==> config.mk <==
export PLATFORM = sky130hd
export DESIGN_NAME = memory_arbiter_flat
export DESIGN_NICKNAME = d
export VERILOG_FILES = /design/src/rtl/memory_arbiter_if.sv /design/src/rtl/memory_arbiter.sv /design/src/flat_wrapper.sv
export SDC_FILE = /design/constraint.sdc
export NUM_CORES = 1
export LEC_CHECK = 0
export ABC_AREA = 0
export ABC_CLOCK_PERIOD_IN_PS = 3400
export CAP_MARGIN = 5
export CELL_PAD_IN_SITES_DETAIL_PLACEMENT = 0
export CELL_PAD_IN_SITES_GLOBAL_PLACEMENT = 1
export CORE_AREA = 10 10 140 142
export CTS_CLUSTER_DIAMETER = 30
export DETAILED_ROUTE_END_ITERATION = 6
export DIE_AREA = 0 0 150 152
export GPL_TIMING_DRIVEN = 0
export PLACE_DENSITY_LB_ADDON = 0.1
export RECOVER_POWER = 100
export SYNTH_ARGS = -nofsm -noshare
export SYNTH_HDL_FRONTEND = slang
export SYNTH_SLANG_ARGS = --single-unit
==> constraint.sdc <==
create_clock -name CLK -period 3.4 [get_ports CLK]
set_input_delay 0.34 -clock CLK [delete_from_list [all_inputs] [get_ports CLK]]
set_output_delay 0.34 -clock CLK [all_outputs]
set_load 0.02 [all_outputs]
==> src/rtl/memory_arbiter_if.sv <==
// Request/response bundle between the fetch path, the memory stage and the
// unified RAM port, as seen by memory_arbiter (slave) and its environment.
interface memory_arbiter_if #(
    parameter int WORD_W = 32,
    parameter int ADDR_W = 32
);
    logic              iren;
    logic [ADDR_W-1:0] iaddr;
    logic              dren;
    logic              dwen;
    logic [ADDR_W-1:0] daddr;
    logic [WORD_W-1:0] dstore;
    logic              ihit;
    logic              dhit;
    logic [WORD_W-1:0] iload;
    logic [WORD_W-1:0] dload;
    logic              ram_ren;
    logic              ram_wen;
    logic [ADDR_W-1:0] ram_addr;
    logic [WORD_W-1:0] ram_wdata;
    logic [WORD_W-1:0] ram_rdata;
    logic              ram_ready;

    modport slave (
        input  iren, iaddr, dren, dwen, daddr, dstore,
        input  ram_rdata, ram_ready,
        output ihit, dhit, iload, dload,
        output ram_ren, ram_wen, ram_addr, ram_wdata
    );

    modport master (
        output iren, iaddr, dren, dwen, daddr, dstore,
        output ram_rdata, ram_ready,
        input  ihit, dhit, iload, dload,
        input  ram_ren, ram_wen, ram_addr, ram_wdata
    );
endinterface

==> src/rtl/memory_arbiter.sv <==
// Fetch/data arbiter for the single unified RAM port, data has priority.
// Define MEM_ARB_FAIR_EN to force a fetch grant after STARVE_LIMIT data grants.
module memory_arbiter #(
    parameter int WORD_W       = 32,
    parameter int ADDR_W       = 32,
    parameter int STARVE_LIMIT = 4
) (
    input logic             CLK,
    input logic             nRST,
    memory_arbiter_if.slave bus
);

    typedef enum logic [1:0] {IDLE, IBUSY, DBUSY, RESP} state_t;

    state_t            state_q, state_d;
    logic              we_q, we_d;
    logic              drop_q, drop_d;
    logic              ren_q, ren_d;
    logic              wen_q, wen_d;
    logic              ihit_q, ihit_d;
    logic              dhit_q, dhit_d;
    logic [ADDR_W-1:0] addr_q, addr_d;
    logic [WORD_W-1:0] wdata_q, wdata_d;
    logic [WORD_W-1:0] iload_q, iload_d;
    logic [WORD_W-1:0] dload_q, dload_d;

    logic dreq;
    logic force_i;
    logic grant_d;
    logic own;

    assign dreq    = bus.dren | bus.dwen;
    assign grant_d = dreq & ~force_i;

`ifdef MEM_ARB_FAIR_EN
    logic [3:0] cnt_q, cnt_d;

    assign force_i = bus.iren && (cnt_q == 4'(STARVE_LIMIT));

    always_comb begin
        cnt_d = cnt_q;
        if (state_q == IDLE) begin
            if (grant_d) begin
                if (bus.iren) cnt_d = cnt_q + 4'd1;
            end else if (bus.iren) begin
                cnt_d = 4'd0;
            end
        end
    end

    always_ff @(posedge CLK or negedge nRST) begin
        if (!nRST) cnt_q <= 4'd0;
        else       cnt_q <= cnt_d;
    end
`else
    logic unused_limit;

    assign force_i      = 1'b0;
    assign unused_limit = (STARVE_LIMIT > 0);
`endif

    always_comb begin
        state_d = state_q;
        we_d    = we_q;
        drop_d  = drop_q;
        ren_d   = ren_q;
        wen_d   = wen_q;
        addr_d  = addr_q;
        wdata_d = wdata_q;
        iload_d = iload_q;
        dload_d = dload_q;
        ihit_d  = 1'b0;
        dhit_d  = 1'b0;
        own     = 1'b0;
        unique case (state_q)
            IDLE: begin
                drop_d = 1'b0;
                if (grant_d) begin
                    state_d = DBUSY;
                    addr_d  = bus.daddr;
                    wdata_d = bus.dstore;
                    we_d    = bus.dwen;
                    ren_d   = ~bus.dwen;
                    wen_d   = bus.dwen;
                end else if (bus.iren) begin
                    state_d = IBUSY;
                    addr_d  = bus.iaddr;
                    we_d    = 1'b0;
                    ren_d   = 1'b1;
                    wen_d   = 1'b0;
                end
            end
            IBUSY, DBUSY: begin
                // A flushed requester still lets the RAM access finish.
                own    = (state_q == IBUSY) ? bus.iren : dreq;
                drop_d = drop_q | ~own;
                if (bus.ram_ready) begin
                    state_d = RESP;
                    ren_d   = 1'b0;
                    wen_d   = 1'b0;
                    if (!drop_d) begin
                        if (state_q == IBUSY) begin
                            ihit_d  = 1'b1;
                            iload_d = bus.ram_rdata;
                        end else begin
                            dhit_d = 1'b1;
                            if (!we_q) dload_d = bus.ram_rdata;
                        end
                    end
                end
            end
            RESP:    state_d = IDLE;
            default: state_d = IDLE;
        endcase
    end

    always_ff @(posedge CLK or negedge nRST) begin
        if (!nRST) begin
            state_q <= IDLE;
            we_q    <= 1'b0;
            drop_q  <= 1'b0;
            ren_q   <= 1'b0;
            wen_q   <= 1'b0;
            ihit_q  <= 1'b0;
            dhit_q  <= 1'b0;
            addr_q  <= '0;
            wdata_q <= '0;
            iload_q <= '0;
            dload_q <= '0;
        end else begin
            state_q <= state_d;
            we_q    <= we_d;
            drop_q  <= drop_d;
            ren_q   <= ren_d;
            wen_q   <= wen_d;
            ihit_q  <= ihit_d;
            dhit_q  <= dhit_d;
            addr_q  <= addr_d;
            wdata_q <= wdata_d;
            iload_q <= iload_d;
            dload_q <= dload_d;
        end
    end

    assign bus.ihit      = ihit_q;
    assign bus.dhit      = dhit_q;
    assign bus.iload     = iload_q;
    assign bus.dload     = dload_q;
    assign bus.ram_ren   = ren_q;
    assign bus.ram_wen   = wen_q;
    assign bus.ram_addr  = addr_q;
    assign bus.ram_wdata = wdata_q;

endmodule

==> src/flat_wrapper.sv <==
// flat-port wrapper written by rule: the top's interface ports become plain ports
module memory_arbiter_flat 
#(
    parameter int WORD_W       = 32,
    parameter int ADDR_W       = 32,
    parameter int STARVE_LIMIT = 4
)
  (CLK, nRST, bus_iren, bus_iaddr, bus_dren, bus_dwen, bus_daddr, bus_dstore, bus_ram_rdata, bus_ram_ready, bus_ihit, bus_dhit, bus_iload, bus_dload, bus_ram_ren, bus_ram_wen, bus_ram_addr, bus_ram_wdata);
  memory_arbiter_if #(.WORD_W(WORD_W), .ADDR_W(ADDR_W)) bus_i ();
  input logic CLK;
  input logic nRST;
  input wire logic [$bits(bus_i.iren)-1:0] bus_iren;
  input wire logic [$bits(bus_i.iaddr)-1:0] bus_iaddr;
  input wire logic [$bits(bus_i.dren)-1:0] bus_dren;
  input wire logic [$bits(bus_i.dwen)-1:0] bus_dwen;
  input wire logic [$bits(bus_i.daddr)-1:0] bus_daddr;
  input wire logic [$bits(bus_i.dstore)-1:0] bus_dstore;
  input wire logic [$bits(bus_i.ram_rdata)-1:0] bus_ram_rdata;
  input wire logic [$bits(bus_i.ram_ready)-1:0] bus_ram_ready;
  output wire logic [$bits(bus_i.ihit)-1:0] bus_ihit;
  output wire logic [$bits(bus_i.dhit)-1:0] bus_dhit;
  output wire logic [$bits(bus_i.iload)-1:0] bus_iload;
  output wire logic [$bits(bus_i.dload)-1:0] bus_dload;
  output wire logic [$bits(bus_i.ram_ren)-1:0] bus_ram_ren;
  output wire logic [$bits(bus_i.ram_wen)-1:0] bus_ram_wen;
  output wire logic [$bits(bus_i.ram_addr)-1:0] bus_ram_addr;
  output wire logic [$bits(bus_i.ram_wdata)-1:0] bus_ram_wdata;
  assign bus_i.iren = bus_iren;
  assign bus_i.iaddr = bus_iaddr;
  assign bus_i.dren = bus_dren;
  assign bus_i.dwen = bus_dwen;
  assign bus_i.daddr = bus_daddr;
  assign bus_i.dstore = bus_dstore;
  assign bus_i.ram_rdata = bus_ram_rdata;
  assign bus_i.ram_ready = bus_ram_ready;
  assign bus_ihit = bus_i.ihit;
  assign bus_dhit = bus_i.dhit;
  assign bus_iload = bus_i.iload;
  assign bus_dload = bus_i.dload;
  assign bus_ram_ren = bus_i.ram_ren;
  assign bus_ram_wen = bus_i.ram_wen;
  assign bus_ram_addr = bus_i.ram_addr;
  assign bus_ram_wdata = bus_i.ram_wdata;
  memory_arbiter #(.WORD_W(WORD_W), .ADDR_W(ADDR_W), .STARVE_LIMIT(STARVE_LIMIT)) u_core (.CLK(CLK), .nRST(nRST), .bus(bus_i));
endmodule
Word level (Yosys, flattened, before mapping)
Cells that the tools add are included.
{ "word_totals": {"regBits": 136, "input_bits": 134, "elab_cells": 56} }
{ "classes": {"n_eq_ne": 5, "mux": 23, "n_bitwise": 7, "reduce_logical": 10} }
{ "op_table": {"columns": ["cell", "n"], "rows": [
  ["$mux W32", 2],
  ["$mux W1", 14],
  ["$mux W2", 3],
  ["$pmux W1 S2", 3],
  ["$pmux W2 S3", 1],
  ["$reduce_and A2 Y1", 3],
  ["$not A1 Y1", 5],
  ["$reduce_and A5 Y1", 1],
  ["$eq A2 B2 Y1 const B", 2],
  ["$reduce_and A4 Y1", 1],
  ["$reduce_bool A2 Y1", 2],
  ["$ne A3 B2 Y1 const B", 1],
  ["$reduce_and A3 Y1", 1],
  ["$eq A2 B1 Y1 const B", 1],
  ["$logic_not A2 Y1", 1],
  ["$ne A2 B2 Y1 const B", 1],
  ["$or A1 B1 Y1", 2],
  ["$reduce_or A2 Y1", 1]
]} }

Logic depth before layout (Yosys ltp)
Gate-level depths: netlist of run 1.
{ "depth": {"depth_word": 7, "mapped_depth": 7, "depth_no_buf": 5} }

Worst setup path after synthesis of run 1
OpenSTA, ideal clock, no wires.
{ "synth_timing": {"kind": "register to register", "from": "register u_core.state_q[0]", "to": "register u_core.dload_q[10], in the netlist u_core.bus.dload[10]", "arrival_time_ns": 1.798, "required_ns": 3.275, "setup_slack_ns": 1.477, "stages_incl_launch_ff": 7, "path_buffers": 1, "cell_sequence": "dfrtp_1 inv_1 ha_1 nand2b_2 nor4_4 buf_6 mux2_4"} }
{ "synth_via": {"elab_chain_cells": 6, "elab_cells_between_ends": 9, "cone_classes": "2 x eq/ne; 1 x mux; 4 x bitwise; 2 x reduce/logical"} }
{ "synth_rtl": {"columns": ["element", "line_no", "rtl"], "rows": [
  ["start, declared", "memory_arbiter.sv:15", "state_t state_q, state_d;"],
  ["start signal, assigned", "memory_arbiter.sv:131", "state_q <= state_d;"],
  ["$eq A2 B1 Y1", "memory_arbiter.sv:75, memory_arbiter.sv:95, memory_arbiter.sv:102", null],
  ["$mux W1", "memory_arbiter.sv:95", "own = (state_q == IBUSY) ? bus.iren : dreq;"],
  ["$not A1 Y1", "memory_arbiter.sv:96", "drop_d = drop_q | ~own;"],
  ["$or A1 B1 Y1", "memory_arbiter.sv:96", null],
  ["$not A1 Y1 (no source line)", null, null],
  ["$reduce_and A5 Y1 (no source line) (*)", null, null],
  ["end signal, assigned", "memory_arbiter.sv:141", "dload_q <= dload_d;"],
  ["end, declared", "memory_arbiter.sv:25", "logic [WORD_W-1:0] dload_q, dload_d;"]
]} }
Every way passes the cells marked *; elsewhere a longest branch is shown, timed or not.
A chain may end at the register's enable or synchronous reset.

Worst setup path in the final report of run 1
{ "layout_timing": {"from": "register u_core.state_q[0]", "to": "register u_core.dload_q[29], in the netlist u_core.bus.dload[29]"} }
The elaborated chain is that of the path after synthesis.

==> results of run 1 <==
where the power goes:
group          switching (mW)  internal (mW)  leakage, nW
combinational            2.08           1.88         1.99
sequential              0.363           2.42         1.65
clock                   0.689           1.10        0.277
total                    3.13           5.40         3.92
logic make-up (layout without fill, tap and decap cells):
logic type                 after synthesis  in the layout  share of synthesized area
DFF                                    136            136                     0.6078
muxes                                  133            133                     0.2800
and+or+nand+nor                         45             45                    0.03799
AOI/OAI and AO/OA                       41             41                    0.03888
buffers and inverters                   26            323                    0.02637
adders and majority gates                4              4                   0.008939
other                                    0              1                          0
cells in the mapped netlist:
master    instances  area share
a211oi_1          1      0.0013
and2b_1           1      0.0013
nor2_1            3      0.0020
nand2b_1          1      0.0011
o21ai_1           1     0.00089
o21ai_0          32       0.029
clkbuf_1          3      0.0020
a21oi_1           3      0.0027
mux2i_1          34       0.061
buf_6             3      0.0060
mux2_4           30       0.080
a31oi_1           1      0.0011
nand2b_2          1      0.0016
nor2b_1           1      0.0011
mux2_2           69        0.14
nor3_1            2      0.0018
nor2_4            1      0.0020
or2_1             1      0.0011
nor4_4            1      0.0038
a22o_1            1      0.0016
buf_2            13       0.012
buf_4             3      0.0040
dfrtp_1         136        0.61
o31ai_1           1      0.0013
o21bai_1          1      0.0013
nand2_1          33       0.022
ha_1              4      0.0089
inv_1             4      0.0027
flip-flops by register name (all words and copies together), names as in the netlist:
| name | flops |
|---|---|
| u_core.bus.ram_wdata | 32 |
| u_core.we_q | 1 |
| u_core.bus.dhit | 1 |
| u_core.bus.ram_addr | 32 |
| u_core.bus.iload | 32 |
| u_core.state_q | 2 |
| u_core.bus.dload | 32 |
| u_core.bus.ram_wen | 1 |
| u_core.drop_q | 1 |
| u_core.bus.ram_ren | 1 |
| u_core.bus.ihit | 1 |
how the worst min path moves through the flow:
stage | from | end
3_3_place_gp | u_core.bus.ram_addr[15] | u_core.bus.ram_addr[15]
3_5_place_dp | nRST | u_core.bus.dload[8]
6_report | bus_dwen | u_core.we_q
5_1_grt | bus_dwen | u_core.we_q
2_1_floorplan | nRST | u_core.bus.dhit
4_1_cts | bus_dwen | u_core.we_q
layout make-up:
| cell class | instances | area [µm²] | share of cell area |
|---|---|---|---|
| sequential | 136 | 3403 | 0.3785 |
| timing repair buffer | 265 | 2671 | 0.2971 |
| multi-input combinational | 223 | 1947 | 0.2165 |
| clock buffer | 21 | 450.4 | 0.05009 |
| tap | 225 | 281.5 | 0.03131 |
| clock inverter | 11 | 125.1 | 0.01391 |
| buffer | 22 | 96.34 | 0.01071 |
| inverter | 4 | 15.01 | 0.001670 |
| antenna | 1 | 2.502 | 0.0002783 |
metrics by stage:
stage / total power, mW / setup TNS [ns] / setup WS [ns]
2_1_floorplan: 5.162 / 0 / 1.477
3_3_place_gp: 7.305 / -482.40 / -3.560
3_5_place_dp: 7.393 / 0 / 1.145
4_1_cts: 9.218 / 0 / 1.146
5_1_grt: 9.046 / 0 / 0.6341
6_report: 8.534 / 0 / 0.8804
routing by layer:
layer / up-vias / wire length (µm) / track usage
met2: 162 / 8195 / 0.2365
met1: 1947 / 6416 / 0.1620
met4: 0 / 333 / 0.05556
met5: - / 0 / 0
met3: 23 / 1543 / 0.06475
li1: 1921 / - / -
timing repair:
item,CTS,global route
endpoints found under the hold margin,44,0
setup endpoints to repair,0,0
hold buffers,1,0
setup buffers,0,0
==> run_summary.xml, run 1 <==
<?xml version="1.0" encoding="UTF-8"?>
<metrics>
  <group name="worst_setup_path">
    <metric name="timing.rr.start" unit="">u_core.state_q[0]</metric>
    <metric name="timing.critical_path.required" unit="ns">3.69</metric>
    <metric name="critPathCapture" unit="">u_core.bus.dload[29]</metric>
    <metric name="worstPathBufferInverterCount" unit="">2</metric>
    <metric name="crit_start" unit="">u_core.state_q[0]</metric>
    <metric name="worst-path-max-fanout" unit="">10</metric>
    <metric name="critical_path.top_delay_family" unit="">buffers and inverters</metric>
    <metric name="critPathCaptureType" unit="">register</metric>
    <metric name="r2r_setup_slack" unit="ns">0.88</metric>
    <metric name="timing.critical_path.depth" unit="">6</metric>
    <metric name="critical_path_cell_by_cell" unit="">inv_1 &gt; ha_1 &gt; nand2b_2 &gt; nor4_4 &gt; clkbuf_1 &gt; mux2_1</metric>
    <metric name="r2r_cells" unit="">6</metric>
    <metric name="cp_slowest_cell" unit="">clkbuf_1</metric>
    <metric name="r2r-end" unit="">u_core.bus.dload[29]</metric>
    <metric name="worst_setup_path_start_kind" unit="">register</metric>
    <metric name="worst-setup-path-type" unit="">register to register</metric>
    <metric name="delay_of_the_slowest_critical_path_stage" unit="ns">0.56</metric>
    <metric name="critical_path_arrival" unit="ns">2.81</metric>
  </group>
  <group name="floorplanning">
    <metric name="die_w" unit="µm">150</metric>
    <metric name="core_area" unit="µm²">16940</metric>
    <metric name="boundaryPins" unit="">266</metric>
    <metric name="die_area" unit="µm²">22800</metric>
    <metric name="initial_utilization" unit="">0.3306</metric>
    <metric name="num_rows" unit="">48</metric>
    <metric name="die-height" unit="µm">152</metric>
  </group>
  <group name="cts">
    <metric name="clock_path_buffers" unit="">2</metric>
    <metric name="tritoncts_buffer_count" unit="">17</metric>
    <metric name="cts.repair.resized" unit="">0</metric>
    <metric name="cts.sinks" unit="">136</metric>
    <metric name="clkSlewWorstSetupHoldPaths" unit="ns">0.06</metric>
    <metric name="cts_tree" unit="">yes</metric>
    <metric name="cts_root_buffer" unit="">clkbuf_16</metric>
    <metric name="h-tree-depth" unit="">4</metric>
    <metric name="clk_latency" unit="ns">0.41</metric>
  </group>
  <group name="place">
    <metric name="globalplace.congestion" unit="">0.7553</metric>
    <metric name="hpwlAfterDp" unit="µm">13060</metric>
    <metric name="placed_cell_area" unit="µm²">8542</metric>
    <metric name="post-place-cells" unit="">874</metric>
    <metric name="port_buffers" unit="">263</metric>
  </group>
  <group name="final_layout">
    <metric name="layout_common_cells" unit="">136 x dfrtp_1, 133 x dlygate4sd3_1, 130 x clkdlybuf4s50_1</metric>
    <metric name="n_fill_cell" unit="">1469</metric>
    <metric name="final_core_utilization" unit="">0.5310</metric>
    <metric name="fin_cells" unit="">908</metric>
    <metric name="synthToLayoutAreaGrowth" unit="%">60.60</metric>
    <metric name="post_route_cells_drive_above_1_share" unit="">0.1628</metric>
    <metric name="postLayoutCellArea" unit="µm²">8992</metric>
    <metric name="most_frequent_standard_cell_in_the_layout_excluding_fill_and_tap_cells" unit="">dfrtp_1</metric>
    <metric name="final_net_count" unit="">807</metric>
  </group>
  <group name="routing">
    <metric name="ant_nets" unit="">0</metric>
    <metric name="dr_total_vias" unit="">4053</metric>
    <metric name="detail_route.drc_violations" unit="">0</metric>
    <metric name="detail_route.wl_per_cell" unit="µm">18.16</metric>
    <metric name="drtIter0Drc" unit="">143</metric>
    <metric name="drtPass1Iterations" unit="">4</metric>
    <metric name="drt_wl_total" unit="µm">16490</metric>
    <metric name="routed_via_density" unit="">4.464</metric>
  </group>
  <group name="sta">
    <metric name="maxSlewHeadroom" unit="">0.5576</metric>
    <metric name="report.final.slew_viol_count" unit="">0</metric>
    <metric name="hold_ws" unit="ns">0.2967</metric>
    <metric name="setup_viol_count_final" unit="">0</metric>
    <metric name="rsz0062_at_grt" unit="">false</metric>
    <metric name="fmax" unit="MHz">396.9</metric>
    <metric name="timing_hold_violations_final" unit="">0</metric>
    <metric name="final_period_minus_worst_setup_slack" unit="ns">2.520</metric>
    <metric name="max_slew.worst_pin.slew" unit="ns">0.6636</metric>
    <metric name="period_share" unit="">0.7411</metric>
    <metric name="worst_clock_skew" unit="ns">0.006181</metric>
  </group>
  <group name="synth">
    <metric name="postSynthRegisterBits" unit="">136</metric>
    <metric name="synth.cell_area" unit="µm²">5599</metric>
    <metric name="synthCells" unit="">385</metric>
    <metric name="synth.avg_cell_area" unit="µm²">14.54</metric>
    <metric name="netlist-cell-type-count" unit="">28</metric>
    <metric name="synth_fp_nets" unit="">523</metric>
    <metric name="yosys_warnings" unit="">0</metric>
    <metric name="synth-seq-area-share" unit="">0.6078</metric>
  </group>
  <group name="grt">
    <metric name="global_route.overflow_total" unit="">0</metric>
    <metric name="largest_net_degree_at_the_start_of_global_routing" unit="">93</metric>
    <metric name="grt_pass1_vias" unit="">4547</metric>
    <metric name="global_route.usage.total" unit="">0.1449</metric>
    <metric name="global_route_wire_length_before_repair" unit="µm">25830</metric>
    <metric name="antenna_violations_before_repair" unit="">0</metric>
  </group>
  <group name="hold_path">
    <metric name="min-delay-path-class" unit="">primary input to register</metric>
    <metric name="worstHoldPathCells" unit="">2</metric>
  </group>
  <group name="pwr">
    <metric name="ir_worst_vdd" unit="V">0.0004288</metric>
    <metric name="power-per-cell-area" unit="nW/µm²">949.0</metric>
    <metric name="power.static_leakage" unit="nW">3.918</metric>
  </group>
  <group name="run">
    <metric name="count_of_maximum_capacitance_violations" unit="">0</metric>
  </group>
  <group name="status">
    <metric name="status" unit="">finished clean</metric>
  </group>
</metrics>
(Power assumes the default switching activity.)
==> run 2: changes to the inputs <==
Settings changed: ABC_CLOCK_PERIOD_IN_PS 3400 to 2100, CORE_AREA 10 10 140 142 to 10 10 150 152, DIE_AREA 0 0 150 152 to 0 0 160 162.
Clock period 3.4 ns to 2.1 ns, I/O delays scaled along.
==> run 2 against run 1 <==
Effect of this change:
- wire length is 2.6% higher
- global-route usage is 1.3 points lower
- final cell count is 4.5% higher
- sequential share of layout area is 0.99 points lower
- register-to-register slack worse by 0.74 ns
- clock skew is 0.0036 ns higher
- critical path depth is 1 higher
- power is 75% higher
- via count is 0.27% higher
- die area is 14% higher
- flip-flop and latch count stayed put
- cell area is 2.7% higher
- critical path type unchanged
==> run_summary.xml, run 2 (synthesis gave the netlist of run 1 again) <==
<?xml version="1.0" encoding="UTF-8"?>
<metrics>
  <group name="status">
    <metric name="status" unit="">finished clean</metric>
  </group>
  <group name="grt">
    <metric name="global_route.usage.total" unit="">0.1321</metric>
    <metric name="global_route.overflow_total" unit="">0</metric>
    <metric name="global_route_wire_length_before_repair" unit="µm">26840</metric>
    <metric name="antenna_violations_before_repair" unit="">1</metric>
    <metric name="grt_pass1_vias" unit="">4583</metric>
    <metric name="largest_net_degree_at_the_start_of_global_routing" unit="">96</metric>
  </group>
  <group name="worst_setup_path">
    <metric name="timing.critical_path.required" unit="ns">2.39</metric>
    <metric name="cp_slowest_cell" unit="">dfrtp_1</metric>
    <metric name="worst-path-max-fanout" unit="">10</metric>
    <metric name="critical_path_arrival" unit="ns">2.25</metric>
    <metric name="worstPathBufferInverterCount" unit="">3</metric>
    <metric name="worst-setup-path-type" unit="">register to register</metric>
    <metric name="critPathCaptureType" unit="">register</metric>
    <metric name="worst_setup_path_start_kind" unit="">register</metric>
    <metric name="critical_path.top_delay_family" unit="">buffers and inverters</metric>
    <metric name="critical_path_cell_by_cell" unit="">inv_1 &gt; ha_4 &gt; nand2b_2 &gt; nor4_4 &gt; buf_4 &gt; buf_6 &gt; mux2_4</metric>
    <metric name="delay_of_the_slowest_critical_path_stage" unit="ns">0.37</metric>
  </group>
  <group name="cts">
    <metric name="cts_root_buffer" unit="">clkbuf_16</metric>
    <metric name="clk_latency" unit="ns">0.41</metric>
    <metric name="tritoncts_buffer_count" unit="">17</metric>
    <metric name="clkSlewWorstSetupHoldPaths" unit="ns">0.06</metric>
    <metric name="cts.sinks" unit="">136</metric>
    <metric name="h-tree-depth" unit="">4</metric>
    <metric name="cts_tree" unit="">yes</metric>
    <metric name="clock_path_buffers" unit="">2</metric>
  </group>
  <group name="final_layout">
    <metric name="antenna_cells" unit="">0</metric>
    <metric name="final_net_count" unit="">809</metric>
    <metric name="layout_common_cells" unit="">262 x clkdlybuf4s50_1, 136 x dfrtp_1, 69 x mux2_2</metric>
    <metric name="synthToLayoutAreaGrowth" unit="%">64.94</metric>
    <metric name="post_route_cells_drive_above_1_share" unit="">0.2295</metric>
    <metric name="n_fill_cell" unit="">1761</metric>
    <metric name="multiInputGateArea" unit="µm²">2061</metric>
    <metric name="seq_area" unit="µm²">3403</metric>
    <metric name="most_frequent_standard_cell_in_the_layout_excluding_fill_and_tap_cells" unit="">clkdlybuf4s50_1</metric>
  </group>
  <group name="sta">
    <metric name="tns_setup" unit="ns">0</metric>
    <metric name="final_period_minus_worst_setup_slack" unit="ns">1.964</metric>
    <metric name="maxSlewHeadroom" unit="">0.2527</metric>
    <metric name="fin_ws" unit="ns">0.1361</metric>
    <metric name="max_slew.worst_pin.slew" unit="ns">1.121</metric>
    <metric name="worst_clock_skew" unit="ns">0.009756</metric>
    <metric name="setup_viol_count_final" unit="">0</metric>
    <metric name="period_share" unit="">0.9352</metric>
    <metric name="timing_hold_violations_final" unit="">0</metric>
    <metric name="rsz0062_at_grt" unit="">true</metric>
    <metric name="report.final.slew_viol_count" unit="">0</metric>
    <metric name="fmax" unit="MHz">509.2</metric>
  </group>
  <group name="routing">
    <metric name="detail_route.drc_violations" unit="">0</metric>
    <metric name="routed_via_density" unit="">4.282</metric>
    <metric name="detail_route.wl_per_cell" unit="µm">17.83</metric>
    <metric name="drtIter0Drc" unit="">60</metric>
    <metric name="dr_total_vias" unit="">4064</metric>
    <metric name="ant_nets" unit="">0</metric>
    <metric name="drt_wl_total" unit="µm">16930</metric>
    <metric name="drtPass1Iterations" unit="">4</metric>
  </group>
  <group name="hold_path">
    <metric name="min-delay-path-class" unit="">primary input to register</metric>
  </group>
  <group name="floorplanning">
    <metric name="die_area" unit="µm²">25920</metric>
    <metric name="initial_utilization" unit="">0.2886</metric>
    <metric name="core_area" unit="µm²">19400</metric>
    <metric name="boundaryPins" unit="">266</metric>
    <metric name="die_w" unit="µm">160</metric>
    <metric name="die-height" unit="µm">162</metric>
    <metric name="num_rows" unit="">51</metric>
  </group>
  <group name="pwr">
    <metric name="ir_worst_vdd" unit="V">0.0005839</metric>
    <metric name="power-per-cell-area" unit="nW/µm²">1614</metric>
    <metric name="power.static_leakage" unit="nW">3.925</metric>
    <metric name="power" unit="mW">14.91</metric>
  </group>
  <group name="place">
    <metric name="globalplace.congestion" unit="">0.7156</metric>
    <metric name="pre_cts_slack" unit="ns">-0.1526</metric>
    <metric name="hpwlAfterDp" unit="µm">13210</metric>
    <metric name="port_buffers" unit="">263</metric>
  </group>
  <group name="run">
    <metric name="count_of_maximum_capacitance_violations" unit="">0</metric>
  </group>
</metrics>
==> run 2: cell count changes in the layout (fill, tap and decap cells not counted), moves of 2 or more <==
cell             before  now
clkinv_4              4    2
clkbuf_1             20    4
dlygate4sd3_1       133    1
buf_2                 2   13
buf_4                 3    5
mux2_1               27    0
inv_6                 0    2
buf_6                 1    3
clkdlybuf4s50_1     130  262
mux2_4                3   30
==> run 2: worst register-to-register path, cell delays in order, from the launching register on <==
cell	delay (ns)
dfrtp_1	0.37
inv_1	0.11
ha_4	0.32
nand2b_2	0.09
nor4_4	0.26
buf_4	0.19
buf_6	0.20
mux2_4	0.32
==> run 2: layer usage <==
metal / wire (µm) / vias up / track usage
met2: 7863 / 170 / 0.2047
met4: 135 / 2 / 0.03631
met5: 13 / - / 0
met1: 7196 / 1964 / 0.1560
met3: 1715 / 10 / 0.07128
li1: - / 1918 / -
==> run 2: worst paths after layout <==
kind                                                end  depth (start not counted)  slack [ns]                    start
worst max register to register      u_core.bus.dload[7]                          7        0.14        u_core.state_q[0]
worst min-delay path                        u_core.we_q                          2        0.18                 bus_dwen
worst min register to register  u_core.bus.ram_addr[12]                          2        0.48  u_core.bus.ram_addr[12]
worst max-delay path                u_core.bus.dload[7]                          7        0.14        u_core.state_q[0]
max in group asynchronous             u_core.state_q[1]                          3        0.52                     nRST
min in group asynchronous           u_core.bus.dload[8]                          2        0.54                     nRST
==> run 2: what timing repair did <==
action	CTS	global route
gates resized for setup	0	2
setup buffers	2	0
hold buffers	1	0
hold endpoints to repair	41	0
pin swaps	1	0
setup endpoints to repair	30	31
==> run 2: through the flow <==
stage          cell area (µm²)  std cells    util  hold WS [ns]
2_1_floorplan             5599        385       -      -0.08559
3_3_place_gp              8563        913  0.4414        0.4610
3_5_place_dp              8592        914  0.4429        0.1560
4_1_cts                   9229        949  0.4757        0.1581
5_1_grt                   9235        949  0.4761        0.1831
6_report                  9235        949  0.4761        0.1801
==> run 2: cell type report <==
cell class | instances | share of cell area
clock inverters | 13 | 0.01829
inverters | 4 | 0.001626
clock buffers | 19 | 0.04796
multi-input cells | 223 | 0.2231
plain buffers | 22 | 0.01436
flip-flops and latches | 136 | 0.3685
well taps | 265 | 0.03590
repair buffers | 267 | 0.2902
==> run 2: power breakdown <==
part | switching, mW | internal, mW | total, mW
clock | 1.15 | 1.91 | 3.07
combinational | 3.42 | 3.84 | 7.25
sequential | 0.664 | 3.93 | 4.59
==> run 3: changes to the inputs <==
Settings changed: CTS_CLUSTER_SIZE from default to 40.
==> results of run 3 <==
No change in the layout: final DEF, timing and power equal those of run 2.
